`src/rtl/register_access_arbiter.sv`:
```
// register_access_arbiter
//   Round-robin arbiter that shares one 16-bit `register` (funsel/e/i
//   interface) among NReq requesters. Each granted operation runs as a
//   fixed sequence: IDLE (arbitrate) -> SETUP -> PULSE -> DONE.
//   funsel and i are driven during SETUP, so they are stable before e
//   rises in PULSE.
//
// Ports
//   clk, rst     : clock; asynchronous active-high reset
//   req          : per-requester level request, held until ack
//   funsel_in    : requester k op at [2k+1:2k] (00 clr, 01 load, 10 dec, 11 inc)
//   data_in      : requester k load data at [NBits*k +: NBits]
//   grant        : one-hot current owner, zero when idle
//   ack          : one-cycle completion pulse to the owner (in DONE)
//   busy         : high in SETUP, PULSE, DONE
//   reg_funsel, reg_e, reg_i : drive the shared register
module register_access_arbiter #(
  parameter int NBits = 16,
  parameter int NReq  = 4
) (
  input  logic                  clk,
  input  logic                  rst,
  input  logic [NReq-1:0]       req,
  input  logic [2*NReq-1:0]     funsel_in,
  input  logic [NBits*NReq-1:0] data_in,
  output logic [NReq-1:0]       grant,
  output logic [NReq-1:0]       ack,
  output logic                  busy,
  output logic [1:0]            reg_funsel,
  output logic                  reg_e,
  output logic [NBits-1:0]      reg_i
);

  localparam int PW = (NReq > 1) ? $clog2(NReq) : 1;

  typedef enum logic [1:0] {IDLE, SETUP, PULSE, DONE} state_t;

  state_t  state;
  logic [PW-1:0] ptr;    // highest-priority requester for the next IDLE
  logic [PW-1:0] owner;  // winner of the transaction in flight

  // Packed views: element k of each array lines up with requester k's slice.
  logic [NReq-1:0][1:0]       fs;
  logic [NReq-1:0][NBits-1:0] dt;
  assign fs = funsel_in;
  assign dt = data_in;

  // Round-robin search: first set req at or above ptr, wrapping modulo NReq.
  logic          win_vld;
  logic [PW-1:0] win_idx;
  logic [PW:0]   scan;

  always_comb begin
    win_vld = 1'b0;
    win_idx = '0;
    scan    = '0;
    for (int i = 0; i < NReq; i++) begin
      scan = {1'b0, ptr} + (PW+1)'(i);
      if (scan >= (PW+1)'(NReq)) scan = scan - (PW+1)'(NReq);
      if (!win_vld && req[scan[PW-1:0]]) begin
        win_vld = 1'b1;
        win_idx = scan[PW-1:0];
      end
    end
  end

  logic [NReq-1:0] win_onehot;
  assign win_onehot = {{(NReq-1){1'b0}}, 1'b1} << win_idx;

  // Outputs are registered and loaded with the value for the state being
  // entered. The winner's funsel/data are captured straight into reg_funsel
  // and reg_i at arbitration; they are not touched again until the next
  // arbitration, so later changes on the inputs cannot reach the register.
  always_ff @(posedge clk or posedge rst) begin
    if (rst) begin
      state      <= IDLE;
      ptr        <= '0;
      owner      <= '0;
      grant      <= '0;
      ack        <= '0;
      busy       <= 1'b0;
      reg_funsel <= 2'b00;
      reg_e      <= 1'b0;
      reg_i      <= '0;
    end else begin
      case (state)
        IDLE: begin
          ack   <= '0;
          reg_e <= 1'b0;
          if (win_vld) begin
            owner      <= win_idx;
            grant      <= win_onehot;
            busy       <= 1'b1;
            reg_funsel <= fs[win_idx];
            reg_i      <= dt[win_idx];
            state      <= SETUP;
          end else begin
            grant <= '0;
            busy  <= 1'b0;
          end
        end
        SETUP: begin
          reg_e <= 1'b1;
          state <= PULSE;
        end
        PULSE: begin
          reg_e <= 1'b0;
          ack   <= grant;
          state <= DONE;
        end
        DONE: begin
          ack   <= '0;
          grant <= '0;
          busy  <= 1'b0;
          ptr   <= (owner == PW'(NReq-1)) ? '0 : owner + 1'b1;
          state <= IDLE;
        end
        default: state <= IDLE;
      endcase
    end
  end

endmodule
```
`config.mk`:
```
export PLATFORM = sky130hd
export DESIGN_NAME = register_access_arbiter
export DESIGN_NICKNAME = d
export VERILOG_FILES = /design/src/rtl/register_access_arbiter.sv
export SDC_FILE = /design/constraint.sdc
export NUM_CORES = 1
export LEC_CHECK = 0
export CAP_MARGIN = 15
export CORE_MARGIN = 2
export CORE_UTILIZATION = 40
export DETAILED_ROUTE_END_ITERATION = 7
export GPL_TIMING_DRIVEN = 0
export PLACE_DENSITY = 0.91
export SLEW_MARGIN = 15
export SYNTH_ARGS = -nofsm -noshare
export SYNTH_HDL_FRONTEND = slang
export SYNTH_SLANG_ARGS = --single-unit
```
`constraint.sdc`:
```
create_clock -name clk -period 2.1 [get_ports clk]
set_clock_uncertainty 0.2 [all_clocks]
set_input_delay 0.315 -clock clk [delete_from_list [all_inputs] [get_ports clk]]
set_output_delay 0.315 -clock clk [all_outputs]
set_load 0.03 [all_outputs]
```
Word level (Yosys, flattened, before mapping)

Index checks and enable logic that the tools add are counted.

Input bits: 78
Bits in read-only memories: 0
Memory bits (writable): 0
Register bits: 34
Bits in latches: 0
Memories kept: 0
Output and inout bits: 28
Word-level logic and storage cells: 78

Reduce and logical (&&, ||, !) cells: 13
Divide/modulo/power cells: 0
Bitwise operators: 0
$lt $le $gt $ge: 9
Equal/unequal tests: 5
$add $sub $neg: 8
$mul: 0
Shift operators: 1
Muxes and demuxes: 33

Operator list:

| kind                                                               | count |
|---|---|
| binary-select mux 16 bit (select 2 bit)                            | 1 |
| two-way mux 2 bit                                                  | 11 |
| two-way mux 16 bit                                                 | 1 |
| one-hot mux 4 bit (2 select lines)                                 | 2 |
| less-than comparator 2 x 3 -> 1 bit (second input constant)        | 5 |
| greater-or-equal comparator 3 bit (second input constant)          | 3 |
| two-way mux 1 bit                                                  | 9 |
| binary-select mux 1 bit (select 2 bit)                             | 4 |
| one-hot mux 2 bit (4 select lines)                                 | 1 |
| subtractor 2 x 1 -> 2 bit (second input constant)                  | 4 |
| adder 2 x 2 -> 3 bit (second input constant)                       | 2 |
| == test 2 bit (second input constant)                              | 3 |
| nonzero test 2 bit                                                 | 3 |
| binary-select mux 2 bit (select 2 bit)                             | 1 |
| two-way mux 4 bit                                                  | 1 |
| one-hot mux 1 bit (2 select lines)                                 | 2 |
| OR reduction 2 bit                                                 | 2 |
| left shift 1 x 2 -> 4 bit (first input constant)                   | 1 |
| adder 2 x 1 -> 3 bit (second input constant)                       | 1 |
| greater-or-equal comparator 2 x 3 -> 1 bit (second input constant) | 1 |
| logical AND 1 bit                                                  | 3 |
| zero test 1 bit                                                    | 3 |
| adder 2 x 1 -> 2 bit (second input constant)                       | 1 |
| == test 2 x 1 -> 1 bit (second input constant)                     | 1 |
| other kinds (3)                                                    | 3 |

Logic depth before layout (Yosys ltp)

Word-level depth: 17
Mapped depth: 8
Gate-level depth less buffers: 6

Least setup slack after synthesis

OpenSTA, ideal clock, no wires.

Path kind: flip-flop to flip-flop
From: reg ptr[1]
To: reg grant[0]
Setup time: 0.074 ns
Cell stages (with the launch flop): 8
Slack: 0.186 ns
Required time: 1.826 ns
Data arrival time: 1.640 ns
Path buffers: 2
Period minus slack after synthesis: 1.914 ns
Cell sequence: dfrtp_1 > buf_4 > mux2i_1 > o22a_1 > buf_6 > a21boi_1 > or4_4 > o21ai_2

Longest elaborated chain between the ends: 17
Elaborated cells between the ends (all ways): 40
Classes of those cells: add/sub (7); order compare (4); shift (1); mux (22); reduce/logical (6)

RTL lines:

| item                                                          | line | text |
|---|---|---|
| from (decl)                                                   | 39   | `logic [PW-1:0] ptr;` |
| from (signal assigned)                                        | 115  | `ptr <= (owner == PW'(NReq-1)) ? '0 : owner + 1'b1;` |
| branches (longest 15 deep; another with adder 2 x 1 -> 3 bit) | -    |  |
| two-way mux 4 bit (*)                                         | 90   | `if (win_vld) begin` |
| one-hot mux 4 bit (2 select lines) (*)                        | 86   | `case (state)` |
| to (signal assigned)                                          | 92   | `grant <= win_onehot;` |
| to (decl)                                                     | 26   | `output logic [NReq-1:0] grant,` |

Mark *: on every way between the ends. The select of a mux whose other input is x is not followed.
A chain may end at the register's enable or synchronous reset.

Worst setup path in the final report

From: reg ptr[1]
To: reg reg_i[0]

Longest elaborated chain between the ends: 16
Elaborated cells between the ends (all ways): 40
Classes of those cells: add/sub (7); order compare (4); mux (22); reduce/logical (7)

RTL lines:

| item                                                          | line | text |
|---|---|---|
| branches (longest 16 deep; another with adder 2 x 1 -> 3 bit) | -    |  |
| to (signal assigned)                                          | 95   | `reg_i <= dt[win_idx];` |
| to (decl)                                                     | 31   | `output logic [NBits-1:0] reg_i` |

Parallel ways; which one is timed is not known. The select of a mux whose other input is x is not followed.

==> impl_results.md <==
- Worst-path maximum fanout: 10
- Number of fill cells in the layout: 411
- # diodes: 0
- Max frequency: between 0.4 and 0.5 GHz
- Number of flops mapped to enable cells by yosys: 0
- Critical path cell sequence: buf_4 > mux2i_1 > o22a_1 > buf_6 > nand2_1 > buf_6 > mux2i_1 > o211ai_1
- Seq cells post-synth: 34
- First-pass GRT wire length: 9450 um
- Final period util: 0.958
- Overall global routing resource usage: 0.217
- Post-route cell area: around 3400 sq um
- Drt via density: 5.24
- RSZ-0062 raised after global routing: yes
- Post-synthesis sequential area ratio: 0.415
- Placement Cell Area: 3190 sq um
- Total number of vias: between 2,000 and 2,500
- Most common cell after layout, fill and taps aside: clkdlybuf4s50_1
- Area growth from synthesis to layout: 63.6%
- Most frequent cells in the layout: clkdlybuf4s50_1 (101), nand2_1 (36), dfrtp_1 (34)
- Full die area: 5720 sq um
- CP bufs+invs: 3
- Initial core utilization: 0.407
- PD cells: 1270 nW/um^2
- PortBufs: 105
- Routed WL: 6070 um
- Top Ports: 106
- Max stage delay on crit path: around 0.36 ns
- Status: completed
- R2R cell count: 8
- Slowest-stage cell, CP: dfrtp_1
- Starting DRT DRC Count: 100
- Final Max Tran Viols: 0
- Post-CTS Hold Buffers: 0
- Synthesized area per cell: 9.28 sq um
- H-tree levels: 2
- Initial antenna violation count: 0
- Drt first pass iters: 4
- Clock tree from TritonCTS: built
- Mapped cell area: just over 2000 sq um
- Core Rows: 26
- Post-Layout Cell Count: 404
- Yosys warnings: 0
- Prevailing post-synth register cell: dfrtp_1
- Leakage power: 1.49 nW
- Placed cell count: slightly below 400
- Clock buffer depth: 2
- Arrival time worst endpoint: 1.97 ns
- Slew headroom: 0.522
- Residual DRC: 0
- Critical Path RT: just over 2 ns
- Critical Path Sink Type: flop
- VDD IR max: 0.000569 V
- Synthesized Nets: 305
- Largest delay share family, worst path: buffers and inverters
- Root Driver: clkbuf_8
- Mapped Cells: 221
- Reg2Reg Setup Slack: 0.09 ns
- CP Launch Type: flop
- Worst slew pin tran: 0.716 ns
- R2r startpoint: ptr[1]$_DFFE_PP0N_
- R2r endpoint: reg_i[0]$_DFFE_PP0P_
- # nets final: approximately 420
- Post-synthesis cell type count: 30
- Final period demand of the worst path: 2.01 ns
- Number of global-route vias before repair: 2,018
- Estimated wirelength of the detail-placed design: 4500 um
- Core ar.: 5040 sq um
- Worst hold-check path type: in -> async
- Die height: 75.6 um
- Largest net degree at the start of global routing: 35
- Total gr overflow: 0
- Clock slew at reported path FFs: 0.07 ns
- Synth async-reset ratio: 1.00
- Final ANT Viol Nets: 0
- Total CTS buffers: 5
- Max cap viols: 0
- Worst-Skew Late Latency: 0.28 ns
- Setup CP Type: reg -> reg
- Post-layout util: 0.666
- Die Width: 75.6 um
- TritonCTS sink count: 34
- # setup viols final: 0
- Share of cells above drive strength 1: 0.0958
- Final hold vios: 0
- Post-DR wirelength/cell: between 15 and 20 um
- Placer Congestion: 0.750
==> area by class of cell <==
cell class	count	area, sq um	share of cell area
Multi-Input combinational cell	166	1160	0.346
Tap cell	70	87.6	0.0261
Clock buffer	7	76.3	0.0227
Sequential cell	34	851	0.253
Inverter	5	18.8	0.00559
Buffer	16	104	0.0309
Timing Repair Buffer	106	1060	0.315
==> synth_stat cells (2+ instances only) <==
cell,n,share of area
o211ai_1,18,0.066
o22a_1,2,0.0085
ha_1,6,0.037
buf_4,2,0.0073
o31ai_1,2,0.0073
and3_1,18,0.055
a21oi_1,2,0.0049
clkbuf_1,11,0.020
o21ai_0,26,0.063
dfrtp_1,34,0.41
buf_2,2,0.0049
inv_1,5,0.0091
nand2b_1,2,0.0061
nand2_1,37,0.068
a21o_1,2,0.0073
o21ai_2,2,0.0085
a21boi_0,18,0.066
o41ai_1,2,0.0085
mux2i_1,19,0.093
==> worst reg2reg max path, cell delays in order (launching register included) <==
cell and delay (ns):
dfrtp_1 0.36, buf_4 0.17, mux2i_1 0.13, o22a_1 0.21, buf_6 0.15, nand2_1 0.10, buf_6 0.19, mux2i_1 0.27
o211ai_1 0.12
==> per-stage QoR <==
stage          worst slack (ns)  total power [mW]  setup TNS [ns]  hold WS, ns
2_1_floorplan             0.186              2.74               0        0.254
3_3_place_gp             -0.470              3.62           -7.80        0.261
3_5_place_dp             -0.514              3.70           -9.19        0.272
4_1_cts                 0.00813              4.19               0        0.288
5_1_grt                 -0.0260              4.56         -0.0374        0.308
6_report                 0.0885              4.25               0        0.277
==> registers in the layout, indices dropped and copies added, names as in the netlist <==
name / cells
grant: 4
ptr: 2
ack: 4
reg_i: 16
state: 2
reg_e: 1
owner: 2
reg_funsel: 2
busy: 1
==> where the power goes <==
| part | internal, mW | switching (mW) | total, mW |
|---|---|---|---|
| sequential | 0.964 | 0.160 | 1.12 |
| clock | 0.228 | 0.228 | 0.456 |
| combinational | 1.16 | 1.51 | 2.67 |
==> worst max path at each step <==
stage	depth (start not counted)	endpoint	startpoint	slack, ns
2_1_floorplan	7	grant[0]$_DFFE_PP0P_	ptr[1]$_DFFE_PP0N_	0.19
3_3_place_gp	7	reg_i[6]$_DFFE_PP0P_	req[0]	-0.47
3_5_place_dp	7	reg_i[6]$_DFFE_PP0P_	req[3]	-0.51
4_1_cts	6	reg_i[10]$_DFFE_PP0P_	req[1]	0.008
5_1_grt	7	reg_i[0]$_DFFE_PP0P_	state[1]$_DFFE_PP0P_	-0.03
6_report	8	reg_i[0]$_DFFE_PP0P_	ptr[1]$_DFFE_PP0N_	0.09
==> cell families (layout without fill, tap and decap cells) <==
| family | after synthesis | in the layout | share of synthesized area |
|---|---|---|---|
| buffers and inverters | 21 | 134 | 0.0470 |
| muxes | 20 | 20 | 0.0982 |
| AOI/OAI and AO/OA | 79 | 79 | 0.259 |
| DFF | 34 | 34 | 0.415 |
| and+or+nand+nor | 61 | 61 | 0.145 |
| adders and majority gates | 6 | 6 | 0.0366 |
==> what timing repair did <==
action / in CTS / in global routing
resized for setup: 14 / 24
buffers inserted: 0 / 1
pin swaps: 1 / 3
endpoints found under the setup margin: 20 / 21
==> layer usage <==
layer / vias to the layer above / GRT usage / wire length [um]
met5: - / 0 / 0
met1: 1007 / 0.268 / 2410
li1: 1029 / - / -
met3: 6 / 0.0503 / 340
met4: 0 / 0.0468 / 47
met2: 74 / 0.386 / 3280
Power figures use the tool's default switching activity.
